`config.mk`:
```
export PLATFORM = sky130hd
export DESIGN_NAME = inst_loader
export DESIGN_NICKNAME = d
export VERILOG_FILES = /design/src/rtl/inst_loader.sv
export SDC_FILE = /design/constraint.sdc
export NUM_CORES = 1
export LEC_CHECK = 0
export CORE_ASPECT_RATIO = 1.75
export CORE_MARGIN = 3
export CORE_UTILIZATION = 60
export DETAILED_ROUTE_END_ITERATION = 12
export HOLD_SLACK_MARGIN = 0.15
export PLACE_DENSITY = 0.91
export SLEW_MARGIN = 10
export SYNTH_ARGS = -nofsm -noshare
export SYNTH_HDL_FRONTEND = slang
export SYNTH_SLANG_ARGS = --single-unit
```
`constraint.sdc`:
```
create_clock -name clk -period 4 [get_ports clk]
set_input_delay 1 -clock clk [delete_from_list [all_inputs] [get_ports clk]]
set_output_delay 1 -clock clk [all_outputs]
set_load 0.02 [all_outputs]
```
`src/rtl/inst_loader.sv`:
```
// Boot loader: assembles a UART byte stream (4-byte LE count + big-endian 64-bit bundles) into BRAM writes, holding the core in reset until done.
// Optional trailing XOR checksum byte when LOADER_CHECKSUM_EN is defined.
module inst_loader #(
  parameter int ADDR_W = 14
) (
  input  logic              clk,
  input  logic              rstn,
  input  logic              rx_valid,
  input  logic [7:0]        rx_data,
  output logic              mem_we,
  output logic [ADDR_W-1:0] mem_addr,
  output logic [63:0]       mem_din,
  output logic              core_rstn,
  output logic              done,
  output logic              err
);

`ifdef LOADER_CHECKSUM_EN
  typedef enum logic [2:0] {HDR, DATA, CSUM, DONE, ERR} state_t;
`else
  typedef enum logic [2:0] {HDR, DATA, DONE, ERR} state_t;
`endif

  localparam logic [32:0] CAP = 33'(1) << ADDR_W;

  state_t            state, state_nxt;
  logic [1:0]        hdr_cnt;
  logic [31:0]       cnt_total;
  logic [2:0]        byte_idx;
  logic [55:0]       asm_q;
  logic [ADDR_W:0]   bundle_idx;
`ifdef LOADER_CHECKSUM_EN
  logic [7:0]        csum;
`endif

  logic        hdr_take;
  logic        hdr_last;
  logic [31:0] n_hdr;
  logic        payload_left;
  logic        data_take;

  assign hdr_take     = rx_valid && (state == HDR);
  assign hdr_last     = hdr_take && (hdr_cnt == 2'd3);
  assign n_hdr        = {rx_data, cnt_total[31:8]};
  assign payload_left = (33'(bundle_idx) != {1'b0, cnt_total});
  // Bytes past the last bundle are never treated as payload.
  assign data_take    = rx_valid && (state == DATA) && payload_left;

  assign done      = (state == DONE);
  assign core_rstn = (state == DONE);
  assign err       = (state == ERR);

  always_ff @(posedge clk) begin
    if (!rstn) state <= HDR;
    else       state <= state_nxt;
  end

  always_comb begin
    state_nxt = state;
    case (state)
      HDR: begin
        if (hdr_last) begin
          if (n_hdr == 32'd0) begin
`ifdef LOADER_CHECKSUM_EN
            state_nxt = CSUM;
`else
            state_nxt = DONE;
`endif
          end else if ({1'b0, n_hdr} > CAP) begin
            state_nxt = ERR;
          end else begin
            state_nxt = DATA;
          end
        end
      end
      DATA: begin
        // Final write is on mem_we this cycle; the checksum byte may already be here.
        if (!payload_left) begin
`ifdef LOADER_CHECKSUM_EN
          if (rx_valid) state_nxt = (rx_data == csum) ? DONE : ERR;
          else          state_nxt = CSUM;
`else
          state_nxt = DONE;
`endif
        end
      end
`ifdef LOADER_CHECKSUM_EN
      CSUM: begin
        if (rx_valid) state_nxt = (rx_data == csum) ? DONE : ERR;
      end
`endif
      default: state_nxt = state;
    endcase
  end

  always_ff @(posedge clk) begin
    if (!rstn) begin
      hdr_cnt    <= '0;
      cnt_total  <= '0;
      byte_idx   <= '0;
      asm_q      <= '0;
      bundle_idx <= '0;
      mem_we     <= 1'b0;
      mem_addr   <= '0;
      mem_din    <= '0;
`ifdef LOADER_CHECKSUM_EN
      csum       <= '0;
`endif
    end else begin
      mem_we <= 1'b0;
      if (hdr_take) begin
        cnt_total <= n_hdr;
        hdr_cnt   <= hdr_cnt + 2'd1;
      end
      if (data_take) begin
        byte_idx <= byte_idx + 3'd1;
        asm_q    <= {asm_q[47:0], rx_data};
`ifdef LOADER_CHECKSUM_EN
        csum     <= csum ^ rx_data;
`endif
        if (byte_idx == 3'd7) begin
          mem_din    <= {asm_q, rx_data};
          mem_we     <= 1'b1;
          mem_addr   <= bundle_idx[ADDR_W-1:0];
          bundle_idx <= bundle_idx + 1'b1;
        end
      end
    end
  end

endmodule

```
Word level (Yosys, flattened, before mapping) --
Cells that the tools add are included.
Storage, ports and cells: bits in registers 190, input bits 11, output and inout bits 82, word-level logic and storage cells 37
Cells by class: add/subtract/negate cells 3, $lt $le $gt $ge 1, equal/unequal tests 8, muxes and demuxes 6, reduce and logical (&&, ||, !) cells 10
Operators by type and width (count):
- 32-bit by 15-bit greater-than comparator with 1-bit output (second input constant) | 1
- 32-bit zero test | 1
- 15-bit by 32-bit != test with 1-bit output | 1
- 15-bit by 1-bit adder with 15-bit output (second input constant) | 1
- 3-bit by 2-bit equality test with 1-bit output (second input constant) | 2
- 3-bit two-way mux | 2
- 3-bit case mux with 2 select lines | 1
- 1-bit logical AND | 4
- 2-bit two-way mux | 2
- 2-bit != test (second input constant) | 2
- 2-bit AND reduction | 2
- 3-bit by 1-bit adder with 3-bit output (second input constant) | 1
- 3-bit by 1-bit equality test with 1-bit output (second input constant) | 1
- 3-bit equality test (second input constant) | 1
- 3-bit zero test | 1
- 3-bit AND reduction | 1
- 2-bit by 1-bit adder with 2-bit output (second input constant) | 1
- 2-bit equality test (second input constant) | 1
- 2-bit nonzero test | 1
- 1-bit two-way mux | 1

Depth between registers and ports, before layout --
depth in word-level cells 5, mapped depth 9, gate-level depth less buffers 7

Worst setup path after synthesis --
OpenSTA, ideal clock, no wires.
path type input-to-reg, from input port rx_valid, to register cnt_total[10], setup time 0.071 ns, data arrival time 2.106 ns, required time 3.929 ns, setup slack 1.823 ns, cell stages on the path 4, path buffers 1, path through nor3b_1 -> clkbuf_1 -> nand2_1 -> a21oi_1
Between the ends: cells in the longest elaborated chain, start to end 1
RTL lines:
- from (decl) | line 8 | input logic rx_valid,
- 1-bit logical AND | line 42 | assign hdr_take = rx_valid && (state == HDR);
- to (signal assigned) | line 112 | cnt_total <= n_hdr;
- to (decl) | line 28 | logic [31:0] cnt_total;
Every way passes these cells. A chain may end at the register's enable or synchronous reset.

Final worst setup path --
from register state[1], to output port core_rstn
Between the ends: cells in the longest elaborated chain, start to end 1
RTL lines:
- from (decl) | line 26 | state_t state, state_nxt;
- from (signal assigned) | line 55 | else state <= state_nxt;
- 3-bit by 2-bit equality test with 1-bit output | line 50 | assign core_rstn = (state == DONE);
- to (decl) | line 13 | output logic core_rstn,
Every way passes these cells.

==> summary.txt <==
Yosys
  • Top-count cell post-synth: dfxtp_1
  • Synth Flop Type: dfxtp_1
  • Largest cells by area after synthesis: dfxtp_1 (50%), nand2_1 (8.3%), nand3_2 (6.7%)
  • Ys async rst share: 0%
  • Unique masters post-synth: 44
  • Cells after synthesis: roughly 840
  • Number of synthesized flops with an enable pin: 0
  • Post-synth top area cell: dfxtp_1
  • Top cell type's share of synthesized area: between 40% and 50%
  • Synthesized net count: 852
  • Yosys reg bits: about 190
  • Top cells by instance count after synthesis: dfxtp_1 (189), nand2_1 (169), nand3_1 (77)
  • Mapped Area: around 7600 um^2
  • Yosys warns: 0
  • Syn_area_per_cell: approximately 9.1 um^2
  • Post-synthesis sequential area ratio: between 40 and 50%

Global routing
  • Largest net degree at the start of global routing: 86
  • Tot GR Track Use: 24.93%
  • Initial antenna violation count: 0
  • First-pass GRT wire length: roughly 28 mm
  • Grt total ovfl: 0
  • Vias in the first global route: between 5000 and 6000

Detailed routing
  • Initial DRC Count: approximately 460
  • DR DRC count: 0
  • Pre-antenna DRT Iters: 4
  • WL/cell: between 15 and 20 um
  • Vias/cell: about 5.8
  • Post-DRT Antenna Nets: 0
  • DR vias: about 6200
  • Final wirelength: around 17 mm

Clock tree
  • Hold_buf cts: 0
  • CTS H-tree depth: 4
  • Clk Latency, worst-skew pair: about 430 ps
  • # Post-CTS Setup Buffers: 0
  • CTS Buf Count: 17
  • CTS max path bufs: 2
  • Clock sinks: between 150 and 200
  • Post-CTS Resized: 0
  • Clock transition at path regs: around 70 ps
  • CTS root buf: clkbuf_16
  • CTS tree: built

Floorplan
  • Die ar.: ~14000 um^2
  • Initial core utilization: about 62%
  • Num ports: 93
  • Die span in x: between 90 and 100 um
  • Die height: between 150 and 200 um
  • Core Area: around 12000 um^2
  • Rows: 53

Worst setup path
  • FF-to-FF End: mem_din[7]
  • Worst Setup Start Kind: register
  • Slowest Stage Delay on Critical Path: about 630 ps
  • CP Data Required Time: 3000 ps
  • CP delay by family, top: buffers and inverters
  • WP buf/inv: 1
  • Critical Path Source: state[1]
  • Worst setup EP type: primary output
  • CP Depth: 2
  • Crit path cell chain: nor2b_1, clkdlybuf4s50_1
  • Crit Path Max Fanout: 7
  • R2R setup slack: roughly 1300 ps
  • R2R depth: 7
  • Crit path capture: core_rstn
  • R2R Path Start: cnt_total[20]
  • Critical path class: reg2out
  • CP max-delay cell: clkdlybuf4s50_1
  • Critical path arrival: 1730 ps

STA
  • Maximum clock rate: ~370 MHz
  • Slew @ Worst Pin: between 700 and 800 ps
  • RSZ-0062 raised after global routing: no
  • Finish-stage setup viols: 0
  • Slew headroom: 48.98%
  • Worst Skew: ~8.4 ps
  • Minimum clock period: about 2700 ps
  • Hold Vio Cnt, Final: 0
  • Post-route clock period utilization: about 68%
  • Slew Viols, Final: 0
  • Final setup TNS: 0 ps

Layout
  • Multi-input logic area: 3407 um^2
  • Fillers: between 800 and 900
  • Area Growth Syn to Fin: 19.39%
  • Share of cells above drive strength 1: about 17%
  • Ant diodes: 0
  • # nets final: about 900
  • Register area: around 3800 um^2

Hold path
  • Min-Delay Path Class: reg2reg
  • Hold Path Depth: 2

Pwr
  • PwrDens: 419.1 nW/um^2
  • Net Switching: 0.8573 mW
  • Design Power: roughly 3.8 mW
  • Internal power: between 2 and 3 mW
  • Switching share of power: 22.52%
  • Reg power frac: 50.1%
  • Clock share of power: a little under half
  • Max VDD drop: 342.1 uV
  • Pleak: between 3 and 4 nW
  • Gate power share: about 3.7%

Place
  • Port buffer count: 92
  • Gpl congestion: roughly 0.87
  • Hpwl dp: between 10 and 15 mm

Outcome
  • Status: finished, final reports clean

Run
  • Max-Cap Viols: 0
-- final cells by class --
class	count	area share [%]
Timing Repair Buffer	102	11.67
Clock inverter	14	2.011
Multi-Input combinational cell	580	37.51
Sequential cell	189	41.66
Tap cell	165	2.273
Clock buffer	18	4.835
Inverter	1	0.04133
-- metal layers --
layer	global-route usage, %	vias up	part of all wire, %
met2	45.68	198	54
met4	14.32	0	4.5
li1	-	3006	-
met1	26.17	2891	37
met5	0	-	0
met3	4.886	62	4.6
-- kinds of logic after synthesis --
family	Yosys count	synth area share, %
simple gates	357	25.20
compound gates	194	15.90
flops	189	49.74
buf+inv	68	5.543
xor+xnor	20	2.303
mux	5	0.6579
fa+ha+maj	4	0.6579
-- registers in the layout, indices dropped and copies added (netlist names) --
name,flops
hdr_cnt,2
byte_idx,3
mem_addr,14
state,2
mem_din,64
mem_we,1
cnt_total,32
asm_q,56
bundle_idx,15
-- how the worst min path moves through the flow --
| stage | from | end | slack (ps) |
|---|---|---|---|
| floorplan | asm_q[55] | asm_q[55] | 440 |
| global placement | mem_din[41] | mem_din[41] | 450 |
| detailed placement | mem_din[39] | mem_din[39] | 450 |
| CTS | mem_din[39] | mem_din[39] | 460 |
| global route | mem_din[24] | mem_din[24] | 470 |
| finish | mem_din[39] | mem_din[39] | 460 |
-- tightest hold or removal path, cell delays in order (launching register included) --
cell,delay [ps]
dfxtp_1,320
nand3_2,60
o21ai_2,40
-- power by group through the flow --
stage	Sequential [mW]	Combinational [mW]	Clock (mW)
2_1_floorplan	1.95	0.103	0
3_3_place_gp	1.95	0.136	0
3_5_place_dp	1.95	0.138	0
4_1_cts	1.91	0.138	1.78
5_1_grt	1.91	0.153	1.86
6_report	1.91	0.140	1.76
-- per-stage QoR --
step	utilization, %	hold slack (ps)	std cells	setup slack, ps	instance area, um^2
after floorplan	-	438.2	837	1823	7607
after global placement	69.34	445.2	1037	987.1	8461
after detailed placement	69.34	447.6	1037	929.7	8461
after CTS	74.44	458.4	1069	1252	9082
after global routing	74.44	467.8	1069	1133	9082
final	74.44	455.3	1069	1275	9082
-- placed cells by master, fill, tap and decap left out, types with 5 or more instances in the layout --
cell type,instances
o21ai_1,17
o21ai_0,62
nand3_1,77
buf_12,5
clkbuf_16,17
nand3_2,51
clkdlybuf4s50_1,91
buf_4,5
nand4_1,6
xor2_1,17
dfxtp_1,189
nand2_1,169
nor4_2,5
mux2i_1,5
a21oi_1,55
nor4_1,11
nor2_1,13
o21ai_2,50
Note: power is estimated with default switching activity, not from simulation.
==> RTL change 1 (same settings) <==
The option `LOADER_CHECKSUM_EN` is turned on by a define.
--- a/src/rtl/inst_loader.sv
+++ b/src/rtl/inst_loader.sv
@@ -1,4 +1,6 @@
 // Boot loader: assembles a UART byte stream (4-byte LE count + big-endian 64-bit bundles) into BRAM writes, holding the core in reset until done.
 // Optional trailing XOR checksum byte when LOADER_CHECKSUM_EN is defined.
+`define LOADER_CHECKSUM_EN
+
 module inst_loader #(
   parameter int ADDR_W = 14
Function: changed (Yosys sat finds a counterexample within 10 cycles, from zero or initial values and one cycle with rstn low).
==> RTL change 1 against the original RTL <==
  * Hold slack worse by 7.5 ps
  * Worst setup slack worse by 120 ps
  * Sequential cell count up 9
  * Total power up 0.47%
  * Cell area up 4.7%
  * Clock power down 6%
  * Fmax down 4.3%
  * Core utilization down 0.96 points
  * Register-to-register slack worse by 180 ps
  * Largest cell class unchanged
  * Area after synthesis up 4.4%
  * Sequential share of layout area about the same
  * Non-clock buffer count up 3
  * Routed wire length up 7.7%
  * Clock skew up 3.2 ps
==> RTL change 1: results (changes against the original RTL) <==
[run_status]
status = finished, final reports clean

[global_route]
grt_use_met1_pct = 28.0  ; +1.8 points
grt_util_all_layers_pct = 25.9  ; +0.98 points
grt_pass1_vias = 6646  ; +11%
use_met3_pct = 4.56  ; -0.32 points
met2_usage_pct = 47.3  ; +1.7 points
grt_pass1_wl_um = 30600  ; +7.8%

[layout]
drive_above_1_share_pct = 5.58  ; -12 points
fill_cells = 977  ; +8.8%
num-nets-final = 1023  ; +13%

[drt]
first_iter_violations = 385  ; -16%
wl_um = 18400  ; +7.7%
vias = 6725  ; +9.2%
drtPass1Iterations = 5  ; +1

[place]
hpwl_um = 12300  ; +10%
placed_cells = 1160  ; +12%
place_congestion = 0.911  ; +4.5%

[logic_synthesis]
avgSynthCellArea_sq_um = 8.27  ; -9.0%
ys_seq_area_share_pct = 49.9  ; +0.16 points
ys_types = 41  ; -6.8%
synth_fp_nets = 975  ; +14%
synth_area_leaders = dfxtp_1 50%, nand2_1 13%, nand3_1 9.6%, a21boi_0 8.0%, clkbuf_1 2.4%

[hold_path]
min_from = mem_din[10]$_SDFFE_PN0P_

[worst_setup_path]
cp_max_fo = 11  ; +4
r2r_start = cnt_total[28]$_SDFFE_PN0P_
r2r-end = mem_din[17]$_SDFFE_PN0P_
regToRegSetupSlack_ps = 1160  ; -180 ps

[sta]
skew_ps = 11.6  ; +3.17 ps

-- RTL change 1: how the worst max path moves through the flow --
stage | startpoint | endpoint | slack [ps]
after floorplan | rx_valid | asm_q[46]$_SDFFE_PN0P_ | 1760
after global placement | rx_valid | bundle_idx[6]$_SDFFE_PN0P_ | 960
after detailed placement | rx_valid | bundle_idx[6]$_SDFFE_PN0P_ | 930
after CTS | cnt_total[28]$_SDFFE_PN0P_ | mem_din[17]$_SDFFE_PN0P_ | 1170
after global routing | cnt_total[28]$_SDFFE_PN0P_ | mem_din[17]$_SDFFE_PN0P_ | 1020
final | state[1]$_SDFFE_PN0P_ | done | 1150
-- RTL change 1: layout make-up --
| cell class | instances | area [sq um] | share of cell area [%] |
|---|---|---|---|
| Clock buffer | 17 | 425 | 4.48 |
| Clock inverter | 15 | 151 | 1.59 |
| Inverter | 3 | 11.3 | 0.118 |
| Multi-Input combinational cell | 683 | 3690 | 38.9 |
| Sequential cell | 198 | 3960 | 41.7 |
| Tap cell | 171 | 214 | 2.25 |
| Timing Repair Buffer | 105 | 1040 | 11.0 |
-- RTL change 1: logic make-up (layout without fill, tap and decap cells) --
kind of cell    count (synthesis)  in the layout  synth area share [%]
simple gates                  512            512                  29.0
buf+inv                        79            140                  4.05
xor+xnor                       27             27                  2.98
mux                            19             19                  2.39
compound gates                121            121                  11.0
flops                         198            198                  49.9
fa+ha+maj                       4              4                 0.630
-- RTL change 1: power breakdown --
part	switching (uW)	internal [uW]	leakage, uW
clock network	824	837	0.000276
logic	107	59.4	0.00177
registers	14.3	1980	0.00160
-- RTL change 1: worst reg2reg max path: stages, from the launching register on --
cell and delay [ps]:
dfxtp_1 350, nor4_1 550, nand4_1 210, or2_2 400, o211ai_4 380, buf_4 600, nand3_1 210, nand2_1 90
-- RTL change 1: per-layer routing --
layer,up-vias,wire length [um]
li1,3316,-
met4,0,812
met1,3165,6920
met2,185,9920
met5,-,0
met3,59,767
-- RTL change 1: metrics by stage --
step	power, uW	cell area [sq um]
after floorplan	2150	7940
after global placement	2210	8930
after detailed placement	2210	8930
after CTS	3850	9510
after global routing	3940	9510
final	3820	9510
==> RTL change 2 (same flow settings) <==
Made on the original files. Make the reset (`rstn`) asynchronous in 2 clocked blocks.
--- a/src/rtl/inst_loader.sv
+++ b/src/rtl/inst_loader.sv
@@ -51,5 +51,5 @@
   assign err       = (state == ERR);
 
-  always_ff @(posedge clk) begin
+  always_ff @(posedge clk or negedge rstn) begin
     if (!rstn) state <= HDR;
     else       state <= state_nxt;
@@ -94,5 +94,5 @@
   end
 
-  always_ff @(posedge clk) begin
+  always_ff @(posedge clk or negedge rstn) begin
     if (!rstn) begin
       hdr_cnt    <= '0;
Behaviour: differs if rstn is asserted again (counterexample within 10 cycles, from zero or initial values and one cycle with rstn low); with rstn held inactive, the same outputs for 10 cycles.
==> RTL change 2 against the original RTL <==
  * Worst setup slack worse by 310 ps
  * Sequential cell count unchanged
  * Area after synthesis down 0.48%
  * Cell area up 2.6%
  * Routed wire length down 12%
  * Count of clock-buffer cells in the layout down 1
  * Critical endpoint is now asm_q[24]$_DFFE_PN0P_
  * Core utilization up 2.0 points
Power is not compared: it rests on default switching activity, and its combinational part moved more than twofold at a synthesized area within 25%.
==> RTL change 2: results (changes against the original RTL) <==
[sta]
slew_headroom_pct = 40.3  ; -8.7 points
skew_ps = 11.1  ; +2.66 ps

[logic_synthesis]
async_reset_ff_share_pct = 100  ; +100 points
synth_fp_nets = 508  ; -40%
avgSynthCellArea_sq_um = 15.4  ; +69%
ys.flop_type = dfrtp_1
synthTopCellsByCount = 189 x dfrtp_1, 152 x mux2_2, 25 x xnor2_1
ys_seq_area_share_pct = 62.5  ; +13 points
synth_area_leaders = dfrtp_1 62%, mux2_2 23%, xnor2_1 2.9%, mux2_1 2.7%, nor4_1 0.74%
ys_types = 37  ; -16%

[clock_network]
post_cts_resized = 0  ; unchanged
cts_buffer_depth = 2  ; unchanged
insertion_delay_ps = 420
root_buffer = clkbuf_16

[drt]
first_iter_violations = 257  ; -44%
drtPass1Iterations = 6  ; +2
routed_via_density = 5.70  ; -1.1%

[place]
place_congestion = 0.818  ; -6.2%
hpwl_um = 9740  ; -13%
portBuffers = 92  ; unchanged
pre_cts_ws_ps = 928  ; -1.97 ps
placed_cells = 732  ; -29%

[global_route]
grt_max_degree = 84  ; -2.3%
grt_pass1_vias = 4831  ; -19%
grt_pass1_wl_um = 25100  ; -12%
antenna_found_initial = 0  ; unchanged
grt_util_all_layers_pct = 22.9  ; -2.0 points

[layout]
num-nets-final = 601  ; -34%
finalNonFillerCells = 764  ; -29%
fill_cells = 724  ; -19%
drive_above_1_share_pct = 32.4  ; +15 points

[run_status]
status = finished, final reports clean

[worst_setup_path]
cp_max_fo = 59  ; +52
worstPathArrival_ps = 3330  ; +1600 ps

## RTL change 2: report_power, final
group          total [uW]  switching (uW)  internal [uW]
Sequential           1920            3.68           1910
Combinational        66.2            48.8           17.5
Clock                1860             737           1120
Total                3840             790           3050
## RTL change 2: layout make-up
class / count / area (sq um) / area share [%]
timing repair buffer: 98 / 1000 / 10.8
inverter: 3 / 11.3 / 0.121
tap: 165 / 206 / 2.21
sequential: 189 / 4730 / 50.7
clock inverter: 15 / 233 / 2.50
multi-input combinational: 277 / 2710 / 29.1
clock buffer: 17 / 425 / 4.56
## RTL change 2: per-layer routing
layer | up-vias | track usage, % | share of wire [%]
met5 | - | 0 | 0
met4 | 0 | 10.1 | 2.3
met3 | 28 | 4.67 | 2.9
met2 | 110 | 41.3 | 56
met1 | 2251 | 26.3 | 39
li1 | 1963 | - | -
## RTL change 2: final timing paths
check	slack, ps	startpoint	cells after the start	to
max	970	cnt_total[24]$_DFFE_PN0P_	6	asm_q[24]$_DFFE_PN0P_
min	480	mem_addr[0]$_DFFE_PN0P_	1	mem_addr[0]$_DFFE_PN0P_
max reg2reg	970	cnt_total[24]$_DFFE_PN0P_	6	asm_q[24]$_DFFE_PN0P_
min reg2reg	480	mem_addr[0]$_DFFE_PN0P_	1	mem_addr[0]$_DFFE_PN0P_
max in group asynchronous	2510	rstn	2	asm_q[40]$_DFFE_PN0P_
min in group asynchronous	610	rstn	1	asm_q[50]$_DFFE_PN0P_
## RTL change 2: critical path: stages (launching register included)
cell	delay, ps
dfrtp_1	400
nor4_1	470
nand4_1	240
or4b_1	790
o21ai_4	250
buf_12	320
mux2_2	410
## RTL change 2: per-stage QoR
stage / hold WS [ps] / cell area (sq um)
after detailed placement: 474 / 8660
after global placement: 463 / 8660
final: 485 / 9320
after CTS: 486 / 9320
after floorplan: 448 / 7570
after global routing: 495 / 9320
## RTL change 2: cell families (layout without fill, tap and decap cells)
group	count (synthesis)	in the layout	share of synthesized area, %
DFF	189	189	62.5
xor gates and xnor gates	31	31	3.59
muxes	171	171	25.4
adders and majority gates	4	4	0.661
buffers and inverters	27	133	1.92
and+or+nand+nor	52	52	4.12
AOI/OAI and AO/OA	19	19	1.83
